<file path="src/rtl/div_iter_pkg.sv">
// Shared types and constants for the iterative divider (div_iter).
// `WORD_WIDTH normally comes from define.v; it falls back to 32 here so the
// package is self-contained when define.v is not part of the file list.
`ifndef WORD_WIDTH
`define WORD_WIDTH 32
`endif

package div_iter_pkg;

    localparam int unsigned WORD_W = `WORD_WIDTH;
    localparam int unsigned POS_W  = $clog2(WORD_W);

    // Quotient returned for a zero divisor (all ones)
    localparam logic [WORD_W-1:0] DIV0_QUOT = '1;
    // Most negative two's-complement word, the only signed overflow dividend
    localparam logic [WORD_W-1:0] SMIN      = {1'b1, {(WORD_W-1){1'b0}}};

    typedef enum logic [2:0] {
        ST_IDLE = 3'd0,
        ST_PREP = 3'd1,
        ST_CALC = 3'd2,
        ST_FIX  = 3'd3,
        ST_DONE = 3'd4
    } state_e;

    // Request captured at acceptance
    typedef struct packed {
        logic [WORD_W-1:0] dividend;
        logic [WORD_W-1:0] divisor;
        logic              is_signed;
        logic              want_rem;
    } div_req_t;

    // Two's-complement negate when en is set
    function automatic logic [WORD_W-1:0] neg_if(input logic [WORD_W-1:0] v, input logic en);
        return en ? ((~v) + WORD_W'(1)) : v;
    endfunction

endpackage

</file>
<file path="src/rtl/div_find_ones.sv">
// Leading-one detector: bit index of the most significant set bit (0 for zero input).
module div_find_ones
    import div_iter_pkg::*;
(
    input  logic [WORD_W-1:0] value,
    output logic [POS_W-1:0]  pos_c
);

    // Scan upward so the highest set bit wins
    always_comb begin
        pos_c = '0;
        for (int i = 0; i < WORD_W; i++) begin
            if (value[i]) pos_c = POS_W'(i);
        end
    end

endmodule

</file>
<file path="src/rtl/div_iter.sv">
// Iterative restoring divider, one quotient bit per cycle (DIV/DIVU/REM/REMU).
// Optional macro DIV_EARLY_OUT_EN: enables leading-one skip and the
// |divisor| > |dividend| early-out; without it every normal op runs 32 steps.
module div_iter
    import div_iter_pkg::*;
#(
    parameter int unsigned TAG_W = 6
) (
    input  logic              clk,
    input  logic              rst_n,
    input  logic              flush,
    input  logic              in_valid,
    output logic              in_ready,
    input  logic [WORD_W-1:0] in_dividend,
    input  logic [WORD_W-1:0] in_divisor,
    input  logic              in_signed,
    input  logic              in_rem,
    input  logic [TAG_W-1:0]  in_tag,
    output logic              out_valid,
    input  logic              out_ready,
    output logic [WORD_W-1:0] out_result,
    output logic [TAG_W-1:0]  out_tag
);

    localparam int unsigned DVS_W = 2 * WORD_W;

    state_e              state_q, state_d;
    div_req_t            req_q, req_d;
    logic [TAG_W-1:0]    tag_q, tag_d;
    logic [WORD_W-1:0]   rem_q, rem_d;
    logic [DVS_W-1:0]    dvs_q, dvs_d;
    logic [WORD_W-1:0]   quot_q, quot_d;
    logic [POS_W-1:0]    cnt_q, cnt_d;
    logic                out_valid_q, out_valid_d;
    logic [WORD_W-1:0]   out_result_q, out_result_d;
    logic [TAG_W-1:0]    out_tag_q, out_tag_d;
    logic                in_ready_q, in_ready_d;

    logic                dvd_neg_c, dvs_neg_c;
    logic [WORD_W-1:0]   dvd_mag_c, dvs_mag_c;
    logic                div_zero_c, ovf_c, small_c, special_c;
    logic [POS_W-1:0]    shift_c;
    logic [WORD_W-1:0]   spec_quot_c, spec_rem_c;
    logic                step_ge_c;
    logic [WORD_W-1:0]   quot_fix_c, rem_fix_c;

    assign in_ready   = in_ready_q;
    assign out_valid  = out_valid_q;
    assign out_result = out_result_q;
    assign out_tag    = out_tag_q;

    // Operand magnitudes and special-case detection on the captured request
    always_comb begin
        dvd_neg_c   = req_q.is_signed & req_q.dividend[WORD_W-1];
        dvs_neg_c   = req_q.is_signed & req_q.divisor[WORD_W-1];
        dvd_mag_c   = neg_if(req_q.dividend, dvd_neg_c);
        dvs_mag_c   = neg_if(req_q.divisor, dvs_neg_c);
        div_zero_c  = (req_q.divisor == '0);
        ovf_c       = req_q.is_signed && (req_q.dividend == SMIN) && (req_q.divisor == '1);
        special_c   = div_zero_c | ovf_c | small_c;
        spec_quot_c = div_zero_c ? DIV0_QUOT : (ovf_c ? SMIN : '0);
        spec_rem_c  = ovf_c ? '0 : req_q.dividend;
    end

`ifdef DIV_EARLY_OUT_EN
    logic [POS_W-1:0] dvd_pos_c, dvs_pos_c;

    div_find_ones u_ones_dvd (.value(dvd_mag_c), .pos_c(dvd_pos_c));
    div_find_ones u_ones_dvs (.value(dvs_mag_c), .pos_c(dvs_pos_c));

    // Align divisor's leading one with the dividend's; skip when divisor is larger
    assign shift_c = dvd_pos_c - dvs_pos_c;
    assign small_c = (dvs_mag_c > dvd_mag_c);
`else
    // Full-width iteration: always 32 restoring steps
    assign shift_c = POS_W'(WORD_W - 1);
    assign small_c = 1'b0;
`endif

    // Restoring step and final sign correction
    always_comb begin
        step_ge_c  = ({WORD_W'(0), rem_q} >= dvs_q);
        quot_fix_c = neg_if(quot_q, dvd_neg_c ^ dvs_neg_c);
        rem_fix_c  = neg_if(rem_q, dvd_neg_c);
    end

    // State register
    always_ff @(posedge clk or negedge rst_n) begin
        if (!rst_n) state_q <= ST_IDLE;
        else        state_q <= state_d;
    end

    // Next-state logic; flush overrides everything
    always_comb begin
        state_d = state_q;
        case (state_q)
            ST_IDLE: if (in_valid && in_ready_q) state_d = ST_PREP;
            ST_PREP: state_d = special_c ? ST_DONE : ST_CALC;
            ST_CALC: if (cnt_q == '0) state_d = ST_FIX;
            ST_FIX:  state_d = ST_DONE;
            ST_DONE: if (out_ready) state_d = ST_IDLE;
            default: state_d = ST_IDLE;
        endcase
        if (flush) state_d = ST_IDLE;
    end

    // Datapath and registered outputs
    always_comb begin
        req_d        = req_q;
        tag_d        = tag_q;
        rem_d        = rem_q;
        dvs_d        = dvs_q;
        quot_d       = quot_q;
        cnt_d        = cnt_q;
        out_result_d = out_result_q;
        out_tag_d    = out_tag_q;
        case (state_q)
            ST_IDLE: begin
                if (in_valid && in_ready_q && !flush) begin
                    req_d = '{dividend: in_dividend, divisor: in_divisor,
                              is_signed: in_signed, want_rem: in_rem};
                    tag_d = in_tag;
                end
            end
            ST_PREP: begin
                rem_d  = dvd_mag_c;
                dvs_d  = {{WORD_W{1'b0}}, dvs_mag_c} << shift_c;
                quot_d = '0;
                cnt_d  = shift_c;
                if (special_c) begin
                    cnt_d        = '0;
                    out_result_d = req_q.want_rem ? spec_rem_c : spec_quot_c;
                    out_tag_d    = tag_q;
                end
            end
            ST_CALC: begin
                if (step_ge_c) rem_d = rem_q - dvs_q[WORD_W-1:0];
                quot_d = {quot_q[WORD_W-2:0], step_ge_c};
                dvs_d  = dvs_q >> 1;
                cnt_d  = (cnt_q == '0) ? '0 : cnt_q - POS_W'(1);
            end
            ST_FIX: begin
                out_result_d = req_q.want_rem ? rem_fix_c : quot_fix_c;
                out_tag_d    = tag_q;
            end
            default: ;
        endcase
        out_valid_d = (state_d == ST_DONE);
        in_ready_d  = (state_d == ST_IDLE);
    end

    // Datapath and output registers
    always_ff @(posedge clk or negedge rst_n) begin
        if (!rst_n) begin
            req_q        <= '0;
            tag_q        <= '0;
            rem_q        <= '0;
            dvs_q        <= '0;
            quot_q       <= '0;
            cnt_q        <= '0;
            out_valid_q  <= 1'b0;
            out_result_q <= '0;
            out_tag_q    <= '0;
            in_ready_q   <= 1'b1;
        end else begin
            req_q        <= req_d;
            tag_q        <= tag_d;
            rem_q        <= rem_d;
            dvs_q        <= dvs_d;
            quot_q       <= quot_d;
            cnt_q        <= cnt_d;
            out_valid_q  <= out_valid_d;
            out_result_q <= out_result_d;
            out_tag_q    <= out_tag_d;
            in_ready_q   <= in_ready_d;
        end
    end

endmodule
</file>
<file path="config.mk">
export PLATFORM = sky130hd
export DESIGN_NAME = div_iter
export DESIGN_NICKNAME = d
export VERILOG_FILES = /design/src/rtl/div_iter_pkg.sv /design/src/rtl/div_find_ones.sv /design/src/rtl/div_iter.sv
export SDC_FILE = /design/constraint.sdc
export NUM_CORES = 1
export LEC_CHECK = 0
export CAP_MARGIN = 40
export CORE_ASPECT_RATIO = 1.1
export CORE_UTILIZATION = 66
export CTS_CLUSTER_DIAMETER = 50
export DETAILED_ROUTE_END_ITERATION = 12
export DONT_BUFFER_PORTS = 1
export MAX_ROUTING_LAYER = met4
export PLACE_DENSITY = 0.85
export SETUP_SLACK_MARGIN = 0.15
export SLEW_MARGIN = 20
export SYNTH_ARGS = -nofsm -noshare
export SYNTH_HDL_FRONTEND = slang
export SYNTH_SLANG_ARGS = --single-unit
export TNS_END_PERCENT = 20
</file>
<file path="constraint.sdc">
create_clock -name clk -period 6.08 [get_ports clk]
set_input_delay 1.216 -clock clk [delete_from_list [all_inputs] [get_ports clk]]
set_output_delay 1.216 -clock clk [all_outputs]
set_load 0.02 [all_outputs]
</file>
[Word level (Yosys, flattened, before mapping)]
Cells that the tools add are included.
Word-level totals
  bits in latches: 0
  bits in writable memories: 0
  flip-flop bits (word level): 248
  word-level logic and storage cells: 78
  bits in read-only memories: 0
  output and inout bits: 40
  memories: 0
  bits of input ports: 77
Operators by class
  shift-type cells: 0
  reduce and logical (&&, ||, !) cells: 14
  equality and inequality tests: 9
  add/sub/neg operators: 6
  $lt $le $gt $ge: 1
  bitwise gates (word level): 8
  multiplexer cells: 26
  $mul: 0
  divide/modulo/power cells: 0
Operators with widths (number)
  32-bit 2-to-1 mux: 11
  32-bit one-hot mux with 2 select lines: 3
  32-bit by 1-bit adder with 32-bit output, second input constant: 4
  32-bit inverter: 4
  64-bit one-hot mux with 2 select lines: 1
  32-bit equality test, second input constant: 2
  32-bit by 64-bit >= comparator with 1-bit output: 1
  32-bit logical NOT: 1
  32-bit subtractor: 1
  3-bit 2-to-1 mux: 5
  3-bit one-hot mux with 5 select lines: 1
  6-bit one-hot mux with 2 select lines: 1
  5-bit 2-to-1 mux: 2
  5-bit one-hot mux with 2 select lines: 1
  3-bit by 2-bit equality test with 1-bit output, second input constant: 2
  3-bit equality test, second input constant: 2
  3-bit logical NOT: 2
  6-bit 2-to-1 mux: 1
  2-bit AND reduction: 3
  5-bit logical NOT: 1
  5-bit by 1-bit subtractor with 5-bit output, second input constant: 1
  1-bit logical AND: 4
  2-bit != test, second input constant: 2
  2-bit nonzero test: 2
  other kinds (5): 6

[Depth between registers and ports, before layout]
Gate-level depths: netlist (run 1).
  depth after elaboration: 8
  gate-level depth with buffers: 13
  depth with buffers taken out: 11

[Least setup slack after synthesis (run 1)]
No wires, ideal clock.
  path kind: input -> register
  from: input port in_valid
  to: register req_q[55] (netlist bit)
  library setup time: 0.125 ns
  arrival: 2.990 ns
  data required time: 5.955 ns
  path buffers: 2
  stages on the path: 6
  setup slack: 2.965 ns
  path through: nand2_1 -> nor2_1 -> nor4b_1 -> clkbuf_1 -> buf_1 -> mux2_2
On the way
  cells in the longest elaborated chain, start to end: 3
RTL lines
  start: declaration: line div_iter.sv:12  | input logic in_valid,
  1-bit logical AND (2 in a row): line div_iter.sv:119  | if (in_valid && in_ready_q && !flush) begin
  2-bit AND reduction (no source line)
  end signal: assignment: line div_iter.sv:166  | req_q <= req_d;
  end: declaration: line div_iter.sv:28  | div_req_t req_q, req_d;
No other way between the ends.
A chain may end at the register's enable or synchronous reset.

[Worst setup path in the final report (run 1)]
  from: register req_q[6] (netlist bit)
  to: register out_result_q[14], in the netlist out_result[14]
On the way
  cells in the longest elaborated chain, start to end: 6
  elaborated cells between the ends (all ways): 11
  those cells by class: 2 x eq/ne; 5 x mux; 1 x bitwise; 3 x reduce/logical
RTL lines
  32-bit equality test: line div_iter.sv:59  | ovf_c = req_q.is_signed && (req_q.dividend == SMIN) && (req_q.divisor == '1);
  1-bit logical AND: line div_iter.sv:59
  32-bit 2-to-1 mux: line div_iter.sv:62  | spec_rem_c = ovf_c ? '0 : req_q.dividend;
  32-bit 2-to-1 mux: line div_iter.sv:132  | out_result_d = req_q.want_rem ? spec_rem_c : spec_quot_c;
  32-bit 2-to-1 mux: line div_iter.sv:130  | if (special_c) begin
  32-bit one-hot mux with 2 select lines: line div_iter.sv:117  | case (state_q)
  end signal: assignment: line div_iter.sv:173  | out_result_q <= out_result_d;
  end: declaration: line div_iter.sv:35  | logic [WORD_W-1:0] out_result_q, out_result_d;
Several ways; a longest one is shown, not always the timed one. The select of a mux whose other input is x is not followed.

==> results.json, run 1 <==
{
  "final_layout_size_suffix_gt1_share_pct": 9.90,
  "drv_slew": 0,
  "setup_tns_ns": 0,
  "critPathBufInv": 1,
  "core_area_um2": 22100,
  "fin_skew_ns": 0.0120,
  "p_sw_share_pct": 42.3,
  "status": "finished, final reports clean",
  "async_reset_ff_share_pct": 100,
  "combinationalPowerShare_pct": 38.7,
  "p_sw_w": 0.00336,
  "postRouteAntennaNets": 0,
  "grt_overflow_total": 0,
  "clock_sinks": 247,
  "post_cts_buffers": 0,
  "hold_path_class": "primary input to asynchronous set/reset pin",
  "dieArea_um2": 23100,
  "drc": 0,
  "pre_cts_ws_ns": 2.34,
  "layout_setup_ws_ns": 2.20,
  "ys.warnings.count": 0,
  "cp-end-kind": "register",
  "cp.arrival_ns": 4.31,
  "ys.flop_type": "dfrtp_1",
  "clk_path_buf_depth": 3,
  "crit_top_cell": "nor4_2",
  "max_cap_viol_count": 0,
  "rsz0062_at_grt": "no",
  "setup_viol": 0,
  "vias_per_cell": 6.57,
  "internal-power_w": 0.00458,
  "nets": 1721,
  "startpoint_type": "register",
  "firstDrtPassIters": 5,
  "slowest_delay_ns": 0.62,
  "insertion_delay_ns": 0.56,
  "clkPwrFrac_pct": 23.4,
  "start_util_pct": 67.2,
  "drt-initial-drc-count": 976,
  "row_count": 57,
  "power.share.sequential_pct": 37.9,
  "mostFrequentLayoutCell": "dfrtp_1",
  "antenna_found_initial": 6,
  "slowest_stage": "nor4_2",
  "relSlewSlack_pct": 46.6,
  "root_buffer": "clkbuf_16",
  "place_congestion": 0.973,
  "dieHeight_um": 159,
  "p_total_w": 0.00793,
  "critPathKind": "register to register",
  "grt_max_degree": 248,
  "fin_crit_sh_pct": 63.8,
  "hpwl_mm": 28.5,
  "cts_tree": "done",
  "crit_chain": "nor4_2 > nand3_1 > nor4_2 > nor4b_2 > o21ai_2 > and2_1 > buf_4 > a211oi_1 > nor3_1",
  "yosysUniqueCellTypes": 64,
  "post_cts_resized": 0,
  "place_area_um2": 15000,
  "synth_edf_count": 0,
  "clkTransAtPathRegs_ns": 0.06,
  "synth_area_um2": 14900,
  "period_minus_slack_ns": 3.88,
  "layout_common_cells": "dfrtp_1 (245), nand2_1 (154), nor2_1 (138), a21oi_1 (137), o21ai_0 (128)",
  "final_area_um2": 16100,
  "power_density_nw_per_um2": 493,
  "grt_pass1_vias": 12000,
  "hold_ws_ns": 0.354,
  "worst_pin_slew_ns": 0.800,
  "wl_mm": 40.2,
  "cp_max_fo": 19,
  "critPathTopFamily": "simple AND/OR/NAND/NOR gates",
  "synth_cells": 1655,
  "fmax_mhz": 258,
  "synth_nets": 1772,
  "ys_seq_area_share_pct": 41.6,
  "ys_ff_latch": 247,
  "required_ns": 6.51,
  "hold_buffers": 0,
  "syn_to_final_growth_pct": 8.21,
  "die_w_um": 145,
  "grt_usage_pct": 35.7,
  "htree_num_levels": 1,
  "grt_pass1_wl_mm": 63.9,
  "p_leak_nw": 6.67,
  "syn_avg_cell_area_um2": 8.98,
  "ios": 117,
  "portBuffers": 0,
  "wl_per_cell_um": 20.8,
  "via_count": 12700,
  "cts_buffers": 30,
  "hold_viol": 0,
  "ir_worst_vdd_mv": 0.331
}
metrics by stage:
step           instances  util, %
2_1_floorplan       1655        -
6_report            1928     72.7
3_5_place_dp        1865     67.9
5_1_grt             1927     72.7
4_1_cts             1919     72.6
3_3_place_gp        1862     67.7
Yosys cell counts (3+ instances only):
cell type,count,area share (%)
nand3b_1,4,0.20
or3_1,17,0.72
o2111ai_1,3,0.18
clkbuf_1,85,2.1
nor4_2,3,0.25
buf_2,3,0.10
buf_1,12,0.30
nand4_1,22,0.93
or4_1,4,0.20
ha_1,39,3.3
o211ai_1,14,0.71
o22ai_1,43,1.8
a21oi_1,137,4.6
nor4b_1,3,0.18
o31ai_1,19,0.96
and3_1,7,0.29
a21o_1,20,1.0
nor3b_1,4,0.20
nor4_1,25,1.1
mux2i_1,4,0.27
and2_1,10,0.42
a211oi_2,4,0.34
xor2_1,69,4.1
mux2_2,67,5.1
a22o_1,30,1.8
inv_1,58,1.5
dfrtp_1,246,41
nor2_1,139,3.5
a221o_1,4,0.27
nand2_1,155,3.9
a211oi_1,24,1.2
nand3_1,25,0.84
o21bai_1,4,0.20
o31ai_2,6,0.51
nand2b_1,8,0.34
a31oi_1,24,1.0
nor2b_1,3,0.13
o21ai_0,128,4.3
xnor2_1,68,4.0
nor3_1,38,1.3
o41ai_1,9,0.53
o21a_1,5,0.25
a22oi_1,33,1.7
power groups by stage:
stage	combinational [W]	clock, W	sequential (W)
6_report	0.00307	0.00185	0.00301
3_5_place_dp	0.00302	0	0.00301
3_3_place_gp	0.00294	0	0.00298
4_1_cts	0.00305	0.00187	0.00298
2_1_floorplan	0.00240	0	0.00273
5_1_grt	0.00338	0.00195	0.00306
state kept, by name (all words and copies together) (netlist names), 5 cells and up:
| name | count |
|---|---|
| rem_q | 32 |
| out_tag | 6 |
| dvs_q | 63 |
| cnt_q | 5 |
| tag_q | 6 |
| req_q | 66 |
| out_result | 32 |
| quot_q | 32 |
final timing paths:
path                       startpoint              to  slack (ns)  depth (start not counted)
setup / recovery             req_q[6]  out_result[14]        2.20                          9
hold / removal                  rst_n   out_result[7]        0.35                          0
setup reg to reg             req_q[6]  out_result[14]        2.20                          9
hold reg to reg              tag_q[5]      out_tag[5]        0.47                          2
max in group asynchronous       rst_n       dvs_q[22]        5.30                          0
min in group clk             tag_q[5]      out_tag[5]        0.47                          2
layer usage:
layer	track usage, %	up-vias	share of wire (%)
li1	-	5925	-
met1	42.5	6119	39
met2	59.7	510	50
met4	16.7	0	4.7
met5	-	-	0
met3	5.39	116	6.4
cell families after synthesis:
| logic type | after synthesis | synth area share (%) |
|---|---|---|
| simple gates | 479 | 15.2 |
| buf+inv | 160 | 4.17 |
| xor+xnor | 137 | 8.08 |
| fa+ha+maj | 40 | 3.42 |
| mux | 71 | 5.35 |
| compound gates | 521 | 22.1 |
| flops | 247 | 41.6 |
cell type report:
type	instances	area [µm²]
Antenna cell	7	17.5
Clock buffer	41	843
Clock inverter	13	189
Fill cell	1609	6030
Inverter	58	218
Multi-Input combinational cell	1248	8080
Sequential cell	247	6180
Tap cell	295	369
Timing Repair Buffer	19	175
Power figures use the tool's default switching activity.
==> run 2, diff against run 1 <==
- CORE_UTILIZATION: 66 -> 65
- PLACE_DENSITY: 0.85 -> 0.84
- clock period: 6.08 -> 3.6 ns (I/O delays scaled with it)
==> results.json, run 2 (synthesis results as in run 1) <==
{
  "cts_tree": "done",
  "post_cts_buffers": 0,
  "cp-end-kind": "register",
  "largest_register_ffs": 66,
  "p_leak_nw": 6.79,
  "fmax_mhz": 296,
  "start_util_pct": 66.8,
  "rrSetupSlack_ns": 0.22,
  "hold_path_class": "primary input to asynchronous set/reset pin",
  "syn_to_final_growth_pct": 9.50,
  "hpwl_mm": 29.2,
  "drv_slew": 0,
  "via_count": 12900,
  "place_congestion": 0.993,
  "worst_pin_slew_ns": 0.765,
  "startpoint_type": "register",
  "reg_top3": "req_q (66), dvs_q (63)",
  "dieHeight_um": 161,
  "grt_util_met2_pct": 60.4,
  "ff2ff_path_depth": 9,
  "crit_start": "req_q[40]",
  "rsz0062_at_grt": "yes",
  "layout_common_cells": "dfrtp_1 (245), nand2_1 (153), nor2_1 (138), a21oi_1 (137), o21ai_0 (128)",
  "crit_chain": "or4_4 > or4_4 > or4b_4 > nor2_4 > o21ai_2 > nand2_2 > buf_4 > nor2_1 > a21oi_1",
  "die_w_um": 146,
  "cts_buffers": 30,
  "finalNonFillerCells": 1946,
  "violations": "hold timing",
  "wl_per_cell_um": 21.3,
  "ios": 117,
  "wl_mm": 41.5,
  "clock_sinks": 247,
  "root_buffer": "clkbuf_16",
  "final_layout_size_suffix_gt1_share_pct": 11.1,
  "grt_usage_pct": 36.4,
  "status": "complete, but fails checks",
  "fin_crit_sh_pct": 93.8,
  "clkTransAtPathRegs_ns": 0.06,
  "crit_top_cell": "or4_4",
  "power_density_nw_per_um2": 838,
  "nFillCells": 1696,
  "fin_skew_ns": 0.0186,
  "hold_ws_ns": -0.156,
  "mostFrequentLayoutCell": "dfrtp_1",
  "antenna_found_initial": 5,
  "core_area_um2": 22300,
  "insertion_delay_ns": 0.57,
  "postRouteAntennaNets": 0,
  "row_count": 57,
  "slowest_delay_ns": 0.59,
  "firstDrtPassIters": 5,
  "grt_pass1_wl_mm": 65.9,
  "grt.busiest_layer": "met2",
  "use_met1_pct": 43.4,
  "drt-initial-drc-count": 1090,
  "portBuffers": 0,
  "ir_worst_vdd_mv": 0.552,
  "place_inst": 1884,
  "required_ns": 4.08,
  "setup_tns_ns": 0,
  "period_minus_slack_ns": 3.38,
  "timing.rr.start": "req_q[40]",
  "grt_pass1_vias": 12500,
  "dieArea_um2": 23500,
  "grt_max_degree": 248,
  "slowest_stage": "or4_4",
  "clk_path_buf_depth": 3,
  "setup_viol": 0,
  "relSlewSlack_pct": 49.0,
  "endpoint": "out_result[1]",
  "critPathTopFamily": "simple AND/OR/NAND/NOR gates",
  "grtUsageMet3_pct": 5.14,
  "critPathKind": "register to register",
  "critical_path_depth": 9,
  "place_area_um2": 15200,
  "multi_input_area_um2": 8100,
  "nets": 1738,
  "regToRegEndpoint": "out_result[1]",
  "final_area_um2": 16300,
  "p_total_w": 0.0136,
  "cp_max_fo": 20,
  "max_cap_viol_count": 0,
  "vias_per_cell": 6.61,
  "register_area_um2": 6180,
  "cp.arrival_ns": 3.86,
  "drc": 0,
  "htree_num_levels": 1,
  "grt_overflow_total": 0,
  "regMostFlops": "req_q",
  "hold_viol": 246,
  "critPathBufInv": 1
}
run 2: cell types whose count changed in the layout (fill, tap and decap cells not counted), moves of 2 or more:
cell,change
buf_12,+2
buf_4,+18
buf_8,-2
bufinv_16,+2
clkinv_4,+2
inv_8,-3
run 2: timing repair:
action,in CTS,in global routing
setup endpoints to repair,22,46
gates resized for setup,1,4
pin swaps,0,0
hold endpoints to repair,246,246
run 2: stage by stage:
step / setup WS [ns] / utilization (%)
after floorplan: 0.654 / -
after global placement: 0.166 / 68.0
after detailed placement: 0.0577 / 68.2
after CTS: 0.0413 / 73.0
after global routing: 0.107 / 73.1
final: 0.224 / 73.1
run 2: worst min path at each step:
stage	from	end	slack (ns)	depth (start not counted)
finish	rst_n	quot_q[17]	-0.16	0
global route	rst_n	quot_q[9]	-0.17	0
CTS	rst_n	quot_q[11]	-0.16	0
detailed placement	rst_n	quot_q[5]	0.43	0
global placement	rst_n	quot_q[6]	0.43	0
floorplan	rst_n	cnt_q[0]	0.42	0
run 2: routing by layer:
layer	wire length [µm]	part of all wire, %
met1	16000	39
met2	20400	49
met3	2740	6.6
met4	2310	5.6
met5	0	0
run 2: layout make-up:
type | instances | area share (%)
Clock buffer | 39 | 4.95
Antenna cell | 6 | 0.0923
Tap cell | 295 | 2.27
Multi-Input combinational cell | 1248 | 49.8
Sequential cell | 247 | 38.0
Clock inverter | 17 | 1.62
Inverter | 58 | 1.34
Timing Repair Buffer | 36 | 1.94
run 2: worst reg2reg max path, stage by stage, from the launching register on:
cell,delay [ns]
dfrtp_1,0.45
or4_4,0.59
or4_4,0.46
or4b_4,0.54
nor2_4,0.21
o21ai_2,0.21
nand2_2,0.42
buf_4,0.24
nor2_1,0.05
a21oi_1,0.12
run 2: report_power, final:
part | switching (W) | leakage [nW] | internal (W)
sequential | 0.00143 | 3.11 | 0.00364
combinational | 0.00310 | 3.16 | 0.00223
clock | 0.00123 | 0.517 | 0.00201
==> run 3, diff against run 2 <==
- SYNTH_HIERARCHICAL: not set -> 1
==> results of run 3 <==
Final layout, timing and power as in run 2 (identical DEF).
Main changes from that run: Yosys warning count 0 -> 6
